--- src/rtl/mem_access_stage.sv ---
// mem_access_stage: MEM-stage controller driving a req/ready data memory and the MEM/WB register
module mem_access_stage #(
   parameter int TIMEOUT = 16
) (
   input  logic        clk,
   input  logic        reset,
   input  logic [31:0] EX_MEM_ALU_result,
   input  logic [31:0] EX_MEM_rs2_data,
   input  logic [4:0]  EX_MEM_rd,
   input  logic        EX_MEM_regwrite,
   input  logic        EX_MEM_memtoreg,
   input  logic        EX_MEM_memread,
   input  logic        EX_MEM_memwrite,
   input  logic        dmem_ready,
   input  logic [31:0] dmem_rdata,
   output logic        dmem_req,
   output logic        dmem_we,
   output logic [31:0] dmem_addr,
   output logic [31:0] dmem_wdata,
   output logic        MEM_stall,
   output logic [31:0] MEM_WB_ALU_result,
   output logic [31:0] MEM_WB_read_data,
   output logic [4:0]  MEM_WB_rd,
   output logic        MEM_WB_regwrite,
   output logic        MEM_WB_memtoreg,
   output logic        MEM_misaligned,
   output logic        MEM_bus_error
);
   typedef enum logic {IDLE, BUSY} state_t;
   localparam logic [7:0] LAST = 8'(TIMEOUT - 1);
   state_t      state_q, state_d;
   logic [7:0]  cnt_q, cnt_d;
   logic [4:0]  rd_q, rd_d;
   logic        regwrite_q, regwrite_d, memtoreg_q, memtoreg_d;
   logic        req_q, req_d, we_q, we_d;
   logic [31:0] addr_q, addr_d, wdata_q, wdata_d;
   logic [31:0] wb_alu_q, wb_alu_d, wb_rdata_q, wb_rdata_d;
   logic [4:0]  wb_rd_q, wb_rd_d;
   logic        wb_rw_q, wb_rw_d, wb_m2r_q, wb_m2r_d;
   logic        mis_q, mis_d, berr_q, berr_d;
   logic        memop, aligned, expired;
   assign memop   = EX_MEM_memread | EX_MEM_memwrite;
   assign aligned = EX_MEM_ALU_result[1:0] == 2'b00;
   assign expired = cnt_q == LAST;
   // Stall upstream while an aligned access is being accepted or is still waiting; never while in reset
   assign MEM_stall = reset & (state_q == IDLE ? memop & aligned : ~dmem_ready & ~expired);
   // Next-state: accept, wait, complete or abort an access, and compute the MEM/WB payload
   always_comb begin
      state_d    = state_q;
      cnt_d      = cnt_q;
      rd_d       = rd_q;
      regwrite_d = regwrite_q;
      memtoreg_d = memtoreg_q;
      req_d      = req_q;
      we_d       = we_q;
      addr_d     = addr_q;
      wdata_d    = wdata_q;
      wb_alu_d   = '0;
      wb_rdata_d = '0;
      wb_rd_d    = '0;
      wb_rw_d    = 1'b0;
      wb_m2r_d   = 1'b0;
      mis_d      = 1'b0;
      berr_d     = 1'b0;
      if (state_q == IDLE) begin
         if (memop && aligned) begin
            rd_d       = EX_MEM_rd;
            regwrite_d = EX_MEM_regwrite;
            memtoreg_d = EX_MEM_memtoreg;
            req_d      = 1'b1;
            we_d       = EX_MEM_memwrite;
            addr_d     = {EX_MEM_ALU_result[31:2], 2'b00};
            wdata_d    = EX_MEM_rs2_data;
            cnt_d      = '0;
            state_d    = BUSY;
         end else begin
            wb_alu_d = EX_MEM_ALU_result;
            wb_rd_d  = EX_MEM_rd;
            wb_rw_d  = EX_MEM_regwrite & ~memop & (EX_MEM_rd != 5'd0);
            wb_m2r_d = EX_MEM_memtoreg;
            mis_d    = memop;
         end
      end else if (dmem_ready) begin
         req_d      = 1'b0;
         wb_alu_d   = addr_q;
         wb_rdata_d = we_q ? 32'd0 : dmem_rdata;
         wb_rd_d    = rd_q;
         wb_rw_d    = regwrite_q & (rd_q != 5'd0);
         wb_m2r_d   = memtoreg_q;
         state_d    = IDLE;
      end else if (expired) begin
         req_d    = 1'b0;
         berr_d   = 1'b1;
         wb_alu_d = addr_q;
         wb_rd_d  = rd_q;
         wb_m2r_d = memtoreg_q;
         state_d  = IDLE;
      end else begin
         cnt_d = cnt_q + 8'd1;
      end
   end
   // State and registered outputs; reset abandons any outstanding access
   always_ff @(posedge clk or negedge reset) begin
      if (!reset) begin
         state_q    <= IDLE;
         cnt_q      <= '0;
         rd_q       <= '0;
         regwrite_q <= 1'b0;
         memtoreg_q <= 1'b0;
         req_q      <= 1'b0;
         we_q       <= 1'b0;
         addr_q     <= '0;
         wdata_q    <= '0;
         wb_alu_q   <= '0;
         wb_rdata_q <= '0;
         wb_rd_q    <= '0;
         wb_rw_q    <= 1'b0;
         wb_m2r_q   <= 1'b0;
         mis_q      <= 1'b0;
         berr_q     <= 1'b0;
      end else begin
         state_q    <= state_d;
         cnt_q      <= cnt_d;
         rd_q       <= rd_d;
         regwrite_q <= regwrite_d;
         memtoreg_q <= memtoreg_d;
         req_q      <= req_d;
         we_q       <= we_d;
         addr_q     <= addr_d;
         wdata_q    <= wdata_d;
         wb_alu_q   <= wb_alu_d;
         wb_rdata_q <= wb_rdata_d;
         wb_rd_q    <= wb_rd_d;
         wb_rw_q    <= wb_rw_d;
         wb_m2r_q   <= wb_m2r_d;
         mis_q      <= mis_d;
         berr_q     <= berr_d;
      end
   end
   assign dmem_req          = req_q;
   assign dmem_we           = we_q;
   assign dmem_addr         = addr_q;
   assign dmem_wdata        = wdata_q;
   assign MEM_WB_ALU_result = wb_alu_q;
   assign MEM_WB_read_data  = wb_rdata_q;
   assign MEM_WB_rd         = wb_rd_q;
   assign MEM_WB_regwrite   = wb_rw_q;
   assign MEM_WB_memtoreg   = wb_m2r_q;
   assign MEM_misaligned    = mis_q;
   assign MEM_bus_error     = berr_q;
endmodule

--- config.mk ---
export PLATFORM = sky130hd
export DESIGN_NAME = mem_access_stage
export DESIGN_NICKNAME = d
export VERILOG_FILES = /design/src/rtl/mem_access_stage.sv
export SDC_FILE = /design/constraint.sdc
export NUM_CORES = 1
export LEC_CHECK = 0
export CORE_MARGIN = 1
export CORE_UTILIZATION = 45
export CTS_CLUSTER_SIZE = 40
export DETAILED_ROUTE_END_ITERATION = 10
export PLACE_DENSITY = 0.85
export SYNTH_ARGS = -nofsm -noshare
export SYNTH_HDL_FRONTEND = slang
export SYNTH_SLANG_ARGS = --single-unit
export TNS_END_PERCENT = 1
--- constraint.sdc ---
create_clock -name clk -period 5.45 [get_ports clk]
set_input_delay 1.09 -clock clk [delete_from_list [all_inputs] [get_ports clk]]
set_output_delay 1.09 -clock clk [all_outputs]
set_load 0.03 [all_outputs]
# Word level (Yosys, flattened, before mapping)
# Index checks and enable logic that the tools add are counted.
# word_totals
reg_bits	153
inputBits	108
output_inout_bits	140
elab_cells	76
# op_classes
addsub	1
n_eq_ne	4
n_mux	36
bitwise	11
n_reduce_logical	8
# op_table
cell	n
two-way mux 32 bit	7
two-way mux 8 bit	4
two-way mux 1 bit	21
two-way mux 5 bit	4
nonzero test 5 bit	2
adder 8 x 1 -> 8 bit, second input constant	1
equality test 8 x 4 -> 1 bit, second input constant	1
AND 1 bit	6
inequality test 2 bit, second input constant	2
inverter 1 bit	4
AND reduction 2 bit	2
inequality test 3 x 2 -> 1 bit, second input constant	1
AND reduction 3 bit	1
zero test 2 bit	1
nonzero test 2 bit	1
logical AND 1 bit	1
OR 1 bit	1

# Logic depth before layout (Yosys ltp)
# Gate-level depths: netlist of the first run.
# logic_depth
depth_word	6
ltp_mapped	7
mapped_depth_nobuf	5

# Worst setup path after synthesis of the first run
# Ideal clock, no wire load.
# synth_timing
path_type	input-to-output
from	input port EX_MEM_memwrite
to	output port MEM_stall
arrival_time_ns	1.962
required_ns	4.360
path_slack_ns	2.398
stages	4
n_path_buf	0
path_cell_list	or2_2 a21oi_2 nor2_1 and2_1
# synth_via
elab_chain_len	4
# synth_rtl
element	line_no	source
from (decl)	13	input logic EX_MEM_memwrite,
OR 1 bit	42	assign memop = EX_MEM_memread | EX_MEM_memwrite;
AND 1 bit	46	assign MEM_stall = reset & (state_q == IDLE ? memop & aligned : ~dmem_ready & ~expired);
two-way mux 1 bit	46	
AND 1 bit	46	
to (decl)	20	output logic MEM_stall,
# Every way passes these cells.

# Final worst setup path of the first run
# layout_timing
from	register cnt_q[4]
to	output port MEM_stall
# layout_via
elab_chain_len	5
# layout_rtl
element	line_no	source
from (decl)	32	logic [7:0] cnt_q, cnt_d;
from (signal assigned)	123	cnt_q <= cnt_d;
equality test 8 x 4 -> 1 bit	44	assign expired = cnt_q == LAST;
inverter 1 bit	46	
AND 1 bit	46	
two-way mux 1 bit	46	
AND 1 bit	46	
# Every way passes these cells.

==> impl_metrics.yaml, run 1 <==
status:
  outcome: "finished clean"
critical_path:
  path_delay_family: "simple AND/OR/NAND/NOR gates"
  critical_path_arrival_ns: 3.40
  worstPathCellList: "or4_4 -> o21ai_4 -> nor2_1 -> and2_1 -> clkdlybuf4s50_1"
  endpoint_kind: "output pin"
  worstSetupStartpointType: "flop"
  critical_path_required_ns: 4.36
  crit_fanout: 42
  critical_path.slowest_cell: "sky130_fd_sc_hd__o21ai_4"
  crit_type: "flop to output pin"
  critPathBufInv: 1
  cp_slowest_stage_delay_ns: 0.91
synth:
  syn_inst: 527
  synth_cell_type_count: 37
  synth_async_sr_flop_share_pct: 100
  synthFlopType: "sky130_fd_sc_hd__dfrtp_1"
  avgSynthCellArea_um2: 10.8
  seq_area_frac_synth_pct: 67.0
  synth_edf_count: 0
  netlist_area_um2: 5710
  count_of_synthesis_stage_warnings_from_yosys: 0
  synth_seq_cells: 153
sta:
  totalNegativeSetupSlack_ns: 0
  hold_viol: 0
  slew_viol_final: 0
  setup_slack_ns: 0.961
  fmax_mhz: 223
  period_minus_slack_ns: 4.49
  final_clock_period_utilization_by_the_worst_path_pct: 82.4
  timing.slew.headroom_pct: 22.9
  finalClockSkew_ns: 0.00626
  finalSetupViolCount: 0
  rsz0062_at_grt: "no"
  worstMarginPinSlew_ns: 1.15
layout:
  sequential_cell_area_um2: 3830
  mostFrequentLayoutCell: "sky130_fd_sc_hd__clkdlybuf4s50_1"
  final.fill_count: 848
  drive_gt1_share_pct: 6.67
  layout-area-overhead-vs-synth_pct: 55.2
  multi_input_comb_area_um2: 1710
  antenna_cells_inserted: 0
  mostFrequentLayoutCells: "sky130_fd_sc_hd__clkdlybuf4s50_1, sky130_fd_sc_hd__nand2_1, sky130_fd_sc_hd__dfrtp_1"
  final_net_count: 877
floorplanning:
  design.die.area_um2: 13100
  start_util_pct: 46.8
  die_height_um: 115
  chipWidth_um: 115
  placeableCoreArea_um2: 12200
  rows: 40
  pin_count: 248
clock_network:
  cts_hold_buf: 0
  ctsRootBufferMaster: "sky130_fd_sc_hd__clkbuf_16"
  path_clk_slew_ns: 0.06
  cts.repair_timing.setup_buffer_count: 0
  clk_path_buf_depth: 2
  cts.htree.levels: 4
  ctsResizeCount: 0
  tritoncts: "done"
  worstSkewPairLatency_ns: 0.42
  tritoncts.num_buffers: 17
  clock_sink_count: 153
global_route:
  overflow: 0
  grt.total_usage_pct: 25.0
  grt_antenna_before_repair: 0
  grt_first_pass_wirelength_um: 24700
  grt_start_max_net_pins: 70
  grt_pass1_vias: 4917
routing:
  postRouteAntennaNets: 0
  vias: 4718
  post_detailed_route_via_to_cell_ratio: 4.98
  drt-pass1-iter-count: 4
  drc_errors: 0
  count_of_routing_violations_after_the_opening_detailed_route_iteration: 401
  wl_per_cell_um: 16.9
  total_routed_wirelength_um: 16000
placed_design:
  worst_slack_at_placement_ns: 1.16
  place.port_buffers: 245
  dpl.hpwl_um: 10800
  finalWeightedCongestion: 0.778
power_and_ir_drop:
  p_per_area_nw_per_um2: 521
  power_switching_uw: 1690
  highest_ir_drop_seen_on_vdd_uv: 307
  internal_power_uw: 2920
  power.sequential.fraction_pct: 36.0
  power.leakage_uw: 0.00417
  power.clock.fraction_pct: 25.8
  power.share.combinational_pct: 38.2
  power_switching_share_pct: 36.7
job:
  drv.max_cap_violation_count: 0
worst_hold_path:
  timing.hold.worst.class: "flop to flop"
path summary, 6_finish.rpt:
check / startpoint / end / slack [ns] / cells after the start
setup / recovery: cnt_q[4]$_DFFE_PN0P_ / MEM_stall / 0.96 / 5
hold / removal: dmem_wdata[11]$_DFFE_PN0P_ / dmem_wdata[11]$_DFFE_PN0P_ / 0.48 / 2
setup reg to reg: cnt_q[4]$_DFFE_PN0P_ / cnt_q[6]$_DFFE_PN0P_ / 2.89 / 4
hold reg to reg: dmem_wdata[11]$_DFFE_PN0P_ / dmem_wdata[11]$_DFFE_PN0P_ / 0.48 / 2
max in group asynchronous: reset / dmem_addr[21]$_DFFE_PN0P_ / 3.81 / 2
min in group asynchronous: reset / MEM_WB_ALU_result[1]$_DFF_PN0_ / 0.52 / 1
metrics by stage:
stage	hold slack [ns]	std cells	power (µW)	util, %	area [µm²]
final	0.478	948	4620	72.6	8860
after global routing	0.493	948	4820	72.6	8860
after CTS	0.480	948	4640	72.6	8860
after detailed placement	0.465	917	3430	67.6	8260
after global placement	0.457	917	3370	67.6	8260
after floorplan	0.446	528	2610	-	5710
area by class of cell:
type,count,share of cell area [%]
sequential,153,43.2
timing repair buffer,251,28.2
multi-input combinational,342,19.3
clock buffer,20,5.15
tap,168,2.37
clock inverter,11,1.64
inverter,3,0.127
kinds of logic after synthesis:
group,share of synthesized area [%]
adder cells (fa/ha/maj),0.219
flip-flops,67.0
AND/OR/NAND/NOR,21.0
AO/OA/AOI/OAI,8.02
other,0.0657
multiplexers,0.351
buffers and inverters,3.29
routing by layer:
layer	vias to the layer above	global-route usage, %	share of wire, %
li1	2176	-	-
met1	2297	28.0	38
met2	217	44.4	53
met3	28	8.15	7.7
met4	0	9.35	1.6
met5	-	0	0
cells in the mapped netlist, drive strengths merged (4+ instances only):
cell,n,area share (%)
nor2,5,0.33
clkbuf,21,1.6
o21ai,10,1.1
nand3,6,0.53
dfrtp,153,67
nand2,219,14
or4,4,0.61
and2,33,3.6
a22o,36,5.7
buf,9,1.5
worst reg2reg max path: cells and delay by family (launching register included):
kind            cells  cell delay [ns]
compound gates      2             1.21
flops               1             0.48
simple gates        2             0.77
state kept, by name (all words and copies together), names as in the netlist:
signal / flops
memtoreg_q: 1
regwrite_q: 1
dmem_addr: 30
dmem_we: 1
rd_q: 5
dmem_req: 1
cnt_q: 8
MEM_WB_regwrite: 1
MEM_WB_ALU_result: 32
state_q: 1
MEM_WB_rd: 5
MEM_WB_memtoreg: 1
dmem_wdata: 32
MEM_misaligned: 1
MEM_bus_error: 1
MEM_WB_read_data: 32
power by group through the flow:
stage          registers (µW)  clock network (µW)  logic (µW)
2_1_floorplan            2220                   0         387
3_3_place_gp             1650                   0        1720
3_5_place_dp             1670                   0        1760
4_1_cts                  1660                1210        1780
5_1_grt                  1690                1270        1860
6_report                 1660                1190        1760
(Power assumes the default switching activity.)
==> run 2: changes to the inputs <==
--- a/config.mk
+++ b/config.mk
@@ -6,10 +6,10 @@
 export NUM_CORES = 1
 export LEC_CHECK = 0
 export CORE_MARGIN = 1
-export CORE_UTILIZATION = 45
+export CORE_UTILIZATION = 42
 export CTS_CLUSTER_SIZE = 40
 export DETAILED_ROUTE_END_ITERATION = 10
-export PLACE_DENSITY = 0.85
+export PLACE_DENSITY = 0.8
 export SYNTH_ARGS = -nofsm -noshare
 export SYNTH_HDL_FRONTEND = slang
 export SYNTH_SLANG_ARGS = --single-unit
==> constraint.sdc (replaced) <==
create_clock -name clk -period 4.3 [get_ports clk]
set_input_delay 0.86 -clock clk [delete_from_list [all_inputs] [get_ports clk]]
set_output_delay 0.86 -clock clk [all_outputs]
set_load 0.03 [all_outputs]
==> impl_metrics.yaml, run 2 (synthesized netlist as in run 1, its figures left out) <==
sta:
  timing.slew.headroom_pct: 33.5
  final_clock_period_utilization_by_the_worst_path_pct: 84.7
  slew_viol_final: 0
  rsz0062_at_grt: "no"
  hold_viol: 0
  worstMarginPinSlew_ns: 0.998
  totalNegativeSetupSlack_ns: 0
  fmax_mhz: 275
  finalSetupViolCount: 0
  period_minus_slack_ns: 3.64
  finalClockSkew_ns: 0.00767
  worst_hold_slack_across_all_endpoints_ns: 0.480
clock_network:
  cts_hold_buf: 0
  clk_path_buf_depth: 2
  ctsResizeCount: 0
  cts.htree.levels: 4
  worstSkewPairLatency_ns: 0.42
  tritoncts.num_buffers: 17
  path_clk_slew_ns: 0.06
  clock_sink_count: 153
  tritoncts: "done"
  cts.repair_timing.setup_buffer_count: 0
  ctsRootBufferMaster: "sky130_fd_sc_hd__clkbuf_16"
critical_path:
  critical_path_required_ns: 3.44
  critical_path.reg2reg.startpoint: "cnt_q[4]$_DFFE_PN0P_"
  crit_fanout: 4
  rr_worst_depth: 4
  worstSetupStartpointType: "primary input"
  timing.rr.end: "dmem_req$_DFFE_PN0P_"
  reg2reg_slack_ns: 2.35
  worstPathCellList: "clkdlybuf4s50_1 -> nor2_1 -> a21oi_4 -> nor2_1 -> and2_1 -> clkdlybuf4s50_1"
  crit_type: "primary input to output pin"
  critical_path.slowest_cell: "sky130_fd_sc_hd__clkdlybuf4s50_1"
  critical_path_arrival_ns: 2.78
  endpoint_kind: "output pin"
  cp_slowest_stage_delay_ns: 0.66
global_route:
  grt_pass1_vias: 4697
  grt_first_pass_wirelength_um: 23500
  overflow: 0
  grt_antenna_before_repair: 0
  grt_start_max_net_pins: 84
  grt.total_usage_pct: 21.6
worst_hold_path:
  worstHoldPathCells: 2
  timing.hold.worst_endpoint: "memtoreg_q$_DFFE_PN0P_"
  timing.hold.worst.class: "flop to flop"
  hp-start: "memtoreg_q$_DFFE_PN0P_"
routing:
  total_routed_wirelength_um: 14600
  drt-pass1-iter-count: 4
  wl_per_cell_um: 15.3
  post_detailed_route_via_to_cell_ratio: 4.86
  count_of_routing_violations_after_the_opening_detailed_route_iteration: 288
  postRouteAntennaNets: 0
  drc_errors: 0
  vias: 4659
layout:
  final_cells: 958
  multi_input_comb_area_um2: 1710
  final.fill_count: 1006
  utilization_pct: 67.3
  mostFrequentLayoutCell: "sky130_fd_sc_hd__clkdlybuf4s50_1"
  layout-area-overhead-vs-synth_pct: 56.1
  drive_gt1_share_pct: 6.91
  antenna_cells_inserted: 0
  final_net_count: 878
  mostFrequentLayoutCells: "sky130_fd_sc_hd__clkdlybuf4s50_1, sky130_fd_sc_hd__nand2_1, sky130_fd_sc_hd__dfrtp_1"
  sequential_cell_area_um2: 3830
power_and_ir_drop:
  highest_ir_drop_seen_on_vdd_uv: 361
  report.power.total_uw: 5870
  p_per_area_nw_per_um2: 658
  power.leakage_uw: 0.00419
floorplanning:
  pin_count: 248
  placeableCoreArea_um2: 13200
  die_height_um: 119
  chipWidth_um: 119
  design.die.area_um2: 14100
  start_util_pct: 43.1
  rows: 42
placed_design:
  placed_cells: 926
  finalWeightedCongestion: 0.793
  dpl.hpwl_um: 9960
  place.port_buffers: 245
status:
  outcome: "finished clean"
job:
  drv.max_cap_violation_count: 0
## run 2: changes by cell type in the layout (fill, tap and decap cells not counted)
| cell | before | now |
|---|---|---|
| sky130_fd_sc_hd__buf_12 | 0 | 1 |
| sky130_fd_sc_hd__clkbuf_8 | 2 | 4 |
| sky130_fd_sc_hd__inv_6 | 2 | 1 |
| sky130_fd_sc_hd__clkinv_4 | 0 | 1 |
| sky130_fd_sc_hd__clkinv_2 | 3 | 2 |
## run 2: area by class of cell
type,instances,area share [%]
clock buffer,22,5.43
inverter,3,0.126
timing repair buffer,252,28.3
sequential,153,42.9
clock inverter,10,1.57
tap,176,2.47
multi-input combinational,342,19.2
## run 2: power by group
group / internal, µW / switching (µW) / leakage, µW
Sequential: 1840 / 250 / 0.00197
Combinational: 921 / 1290 / 0.00192
Clock: 976 / 582 / 0.000299
Total: 3740 / 2120 / 0.00419
## run 2: worst max-delay path, delay by kind of cell
family          cells  cell delay (ns)
buf+inv             2             1.10
simple gates        3             0.70
compound gates      1             0.11
## run 2: worst max path at each step
stage | startpoint | endpoint | slack (ns) | cells after the start
2_1_floorplan | EX_MEM_memwrite | MEM_stall | 1.71 | 4
3_3_place_gp | EX_MEM_ALU_result[0] | MEM_stall | 0.74 | 6
3_5_place_dp | EX_MEM_ALU_result[0] | MEM_stall | 0.66 | 6
4_1_cts | EX_MEM_ALU_result[0] | MEM_stall | 0.65 | 6
5_1_grt | EX_MEM_ALU_result[0] | MEM_stall | 0.57 | 6
6_report | EX_MEM_ALU_result[0] | MEM_stall | 0.66 | 6
## run 2: layer usage
metal / GRT usage, % / up-vias / wire (µm)
li1: - / 2187 / -
met1: 25.9 / 2257 / 5960
met2: 36.2 / 192 / 7320
met3: 6.61 / 23 / 1030
met4: 8.39 / 0 / 312
met5: 0 / - / 0
## run 2: metrics by stage
stage               setup WS (ns)  cell area [µm²]
detailed placement          0.657             8290
CTS                         0.646             8910
floorplan                    1.71             5710
finish                      0.659             8910
global placement            0.739             8290
global route                0.568             8910
==> edit 1, RTL diff (flow settings as in run 1) <==
Register the output `MEM_bus_error` once more, cleared by the reset; this adds one clock of latency there. The other outputs are not delayed to match.
--- a/src/rtl/mem_access_stage.sv
+++ b/src/rtl/mem_access_stage.sv
@@ -147,6 +147,12 @@
    assign MEM_WB_regwrite   = wb_rw_q;
    assign MEM_WB_memtoreg   = wb_m2r_q;
    assign MEM_misaligned    = mis_q;
-   assign MEM_bus_error     = berr_q;
+   always_ff @(posedge clk or negedge reset) begin
+      if (!reset) begin
+         MEM_bus_error <= '0;
+      end else begin
+         MEM_bus_error <= berr_q;
+      end
+   end
 endmodule
 
Behaviour: same outputs for any inputs over 4 cycles, from zero or initial values and one cycle with reset low; that may be too few to reach the edited logic, so the function may still have changed.
==> edit 1 against run 1 <==
Clock power shrank 6%; area after synthesis rose by 0.44%; design area hardly changed; global-route usage shrank 1.4 points; sequential cell count rose by 1; wire length is 6.4% lower; setup slack got worse by 9.3 ps; die area rose by 0.43%; synthesized cell count increased by 0.19%; power shrank 1.9%; largest cell class unchanged; largest power group unchanged.
==> edit 1: results (changes against run 1) <==
metric;value;unit;change
outcome;complete, no violations;;
CTS clock-pin slew for the worst setup and hold paths;60;ps;about the same
vias in the first global route;4782;;-2.7%
Peak VDD IR;302.0;uV;-1.6%
sequential fraction of the synthesis area;67.19;%;+0.14 points
DP HPWL;10.36;mm;-4.4%
dpl cell area;8278;um^2;+0.21%
Diodes inserted;0;;unchanged
first-pass GRT wire length;23.83;mm;-3.5%
via density per instance;4.872;;-2.1%
initial DRC count;202;;-50%
clock share of power;24.7;%;-1.1 points
top cells by count, synth;219 x nand2_1, 154 x dfrtp_1, 33 x and2_1;;
worst-path maximum fanout;42;;unchanged
CTS Buf Count;17;;unchanged
Leak Pwr;4.162;nW;-0.21%
DR pass1 iterations;4;;unchanged
Clock Latency Late Sink;410;ps;
GPL Wtd Cong;0.7605;;-2.2%
input/output buffers;245;;unchanged
Filler Cell Count;847;;-0.12%
slew margin rel.;22.53;%;-0.41 points
layout cells sized above 1;6.658;%;-0.0085 points
number of antenna violations at the first check in global routing;0;;unchanged
gr usage total;23.61;%;-1.4 points
largest net degree at the start of global routing;80;;+14%
Internal;0.002862;W;-2.0%
WL per Instance;15.78;um;-6.5%
yosys warns;0;;unchanged
Total Power;0.004528;W;-1.9%
Final Skew;5.491;ps;-0.7682 ps
Synth area leaders;dfrtp_1 67%, nand2_1 14%, a22o_1 4.4%;;
Seq pwr share;36.6;%;+0.6 points
Max clock buf depth;2;;unchanged
[edit 1: cell count changes in the layout (fill, tap and decap cells not counted)]
| cell | delta |
|---|---|
| clkinvlp_4 | +2 |
| buf_4 | -1 |
| clkbuf_8 | +2 |
| dfrtp_1 | +1 |
| inv_6 | -1 |
| bufinv_16 | -2 |
[edit 1: per-layer routing]
metal / up-vias / part of all wire (%) / global-route usage (%)
met4: 0 / 1.6 / 9.524
li1: 2188 / - / -
met2: 181 / 52 / 40.24
met1: 2237 / 39 / 27.66
met3: 18 / 7.4 / 7.696
met5: - / 0 / 0
[edit 1: layout make-up]
class	count	area, um^2	area share (%)
tap	168	210.2	2.374
clock inverter	10	91.34	1.032
inverter	3	11.26	0.1272
clock buffer	22	484.2	5.469
multi-input combinational	342	1712	19.33
sequential	154	3854	43.53
timing repair buffer	250	2491	28.14
[edit 1: worst paths after layout]
| path | startpoint | to | slack (ps) | depth (start not counted) |
|---|---|---|---|---|
| min in group asynchronous | reset | MEM_WB_rd[3] | 700 | 1 |
| worst min register to register | berr_q | MEM_bus_error | 350 | 0 |
| max in group asynchronous | reset | MEM_WB_read_data[30] | 3310 | 2 |
| worst min-delay path | berr_q | MEM_bus_error | 350 | 0 |
| worst max register to register | cnt_q[4] | cnt_q[6] | 2930 | 4 |
| worst max-delay path | cnt_q[4] | MEM_stall | 950 | 5 |
[edit 1: cell families after synthesis]
group,share of synthesized area (%)
AOI/OAI and AO/OA,7.985
buffers and inverters,3.272
other,0.06538
adders and majority gates,0.2181
DFF,67.19
and+or+nand+nor,20.92
muxes,0.3491
[edit 1: through the flow]
step	worst slack [ps]	cells
4_1_cts	921.4	949
3_3_place_gp	1236	917
5_1_grt	772.3	949
2_1_floorplan	2398	529
3_5_place_dp	1131	917
6_report	951.9	949
==> edit 2, RTL diff (settings of run 1) <==
Made on the original files. Set the parameter `TIMEOUT` to 8 (it was 16).
--- a/src/rtl/mem_access_stage.sv
+++ b/src/rtl/mem_access_stage.sv
@@ -1,6 +1,6 @@
 // mem_access_stage: MEM-stage controller driving a req/ready data memory and the MEM/WB register
 module mem_access_stage #(
-   parameter int TIMEOUT = 16
+   parameter int TIMEOUT = 8
 ) (
    input  logic        clk,
    input  logic        reset,
Function: changed (a bounded check fails within 10 cycles, from zero or initial values and one cycle with reset low).
==> edit 2 against run 1 <==
Design area shrank 0.14%; power decreased by 24%; hold slack got worse by 4.8 ps; clock skew is essentially flat; setup slack gained 160 ps; critical endpoint unchanged; wire length shrank 7.1%; largest power group is now registers; area after synthesis shrank 0.55%; via count up 0.42%; register-to-register slack gained 70 ps; utilization grew 0.20 points; sequential cell count unchanged; count of clock-buffer cells in the layout grew 6.
==> edit 2: results (changes against run 1) <==
metric;value;unit;change
outcome;complete, no violations;;
first-pass GRT wire length;23.54;mm;-4.7%
worst-path maximum fanout;9;;-79%
Layout non-clock buf frac;28.40;%;+0.21 points
via density per instance;4.993;;+0.32%
Yosys cell types;35;;-5.4%
Filler Cell Count;836;;-1.4%
Slew @ Worst Pin;1284;ps;+132.5 ps
Leak Pwr;4.144;nW;-0.65%
DP HPWL;10.61;mm;-2.1%
Compound-Gate Fraction of Synth Area;8.196;%;+0.18 points
fraction of area in multi-input gates;19.07;%;-0.24 points
FF-to-FF Start;state_q;;
Max stage delay cell, worst path;clkdlybuf4s50_1;;
DR pass1 iterations;5;;+1
post-synthesis mux area share;0.1763;%;-0.17 points
sequential fraction of the synthesis area;67.42;%;+0.37 points
Final #Nets;878;;+0.11%
post-synthesis adder-cell area fraction;0.2203;%;+0.0012 points
GPL Wtd Cong;0.8032;;+3.3%
min-delay src;dmem_wdata[24];;
gr usage total;23.75;%;-1.3 points
WP data arrival;3240;ps;-160 ps
clock-cell share of area;6.645;%;-0.15 points
Final Skew;6.729;ps;+0.4704 ps
Crit path max-delay family;buffers and inverters;;
r2r setup slk;2960;ps;+70 ps
clk_buf instances;26;;+30%
Peak VDD IR;209.4;uV;-32%
max incr delay on CP;680;ps;-230 ps
top cells by count, synth;215 x nand2_1, 153 x dfrtp_1, 36 x a22o_1;;
Synth area leaders;dfrtp_1 67%, nand2_1 14%, a22o_1 5.6%;;
initial DRC count;275;;-31%
multi-input gates;339;;-0.88%
largest net degree at the start of global routing;75;;+7.1%
CTS tree;done;;
post-synthesis xor/xnor area fraction;0;%;unchanged
WL per Instance;15.66;um;-7.2%
vias in the first global route;4855;;-1.3%
Crit. Startpoint;dmem_ready;;
Inverters excl. clock;5;;+2
==> edit 2: layer usage <==
metal  track usage (%)  part of all wire, %  vias up
met3             8.894                  8.5       29
met4             10.91                  2.6        0
met1             25.75                   37     2288
met2             41.25                   51      237
met5                 0                    0        -
li1                  -                    -     2184
==> edit 2: cell families after synthesis <==
| logic type | Yosys count |
|---|---|
| adders and majority gates | 1 |
| DFF | 153 |
| muxes | 1 |
| buffers and inverters | 35 |
| other | 1 |
| AOI/OAI and AO/OA | 56 |
| and+or+nand+nor | 279 |
==> edit 2: worst register-to-register path, delay by kind of cell (launching register included) <==
| family | cells | cell delay, ps |
|---|---|---|
| AND/OR/NAND/NOR | 3 | 1360 |
| flip-flops | 1 | 560 |
| buffers and inverters | 1 | 510 |
==> edit 2: worst paths after layout <==
kind,to,depth (start not counted)
worst max-delay path,MEM_stall,7
worst min-delay path,dmem_wdata[24],2
worst max register to register,dmem_wdata[17],4
worst min register to register,dmem_wdata[24],2
max in group asynchronous,dmem_addr[22],3
min in group asynchronous,MEM_WB_read_data[3],1
==> edit 2: stage by stage <==
| stage | utilization (%) | hold WS (ps) | instances | worst slack, ps | cell area, um^2 |
|---|---|---|---|---|---|
| CTS | 72.77 | 475.4 | 949 | 1120 | 8850 |
| finish | 72.77 | 473.0 | 949 | 1118 | 8850 |
| global placement | 67.93 | 457.2 | 918 | 1163 | 8262 |
| global route | 72.77 | 498.7 | 949 | 1026 | 8850 |
| detailed placement | 67.93 | 461.1 | 918 | 1123 | 8262 |
| floorplan | - | 445.8 | 527 | 2241 | 5683 |
==> edit 2: power breakdown <==
part | total, W | switching, W | internal [W]
clock network | 0.00113 | 0.000423 | 0.000711
logic | 0.000947 | 0.000540 | 0.000407
registers | 0.00142 | 0.000113 | 0.00130
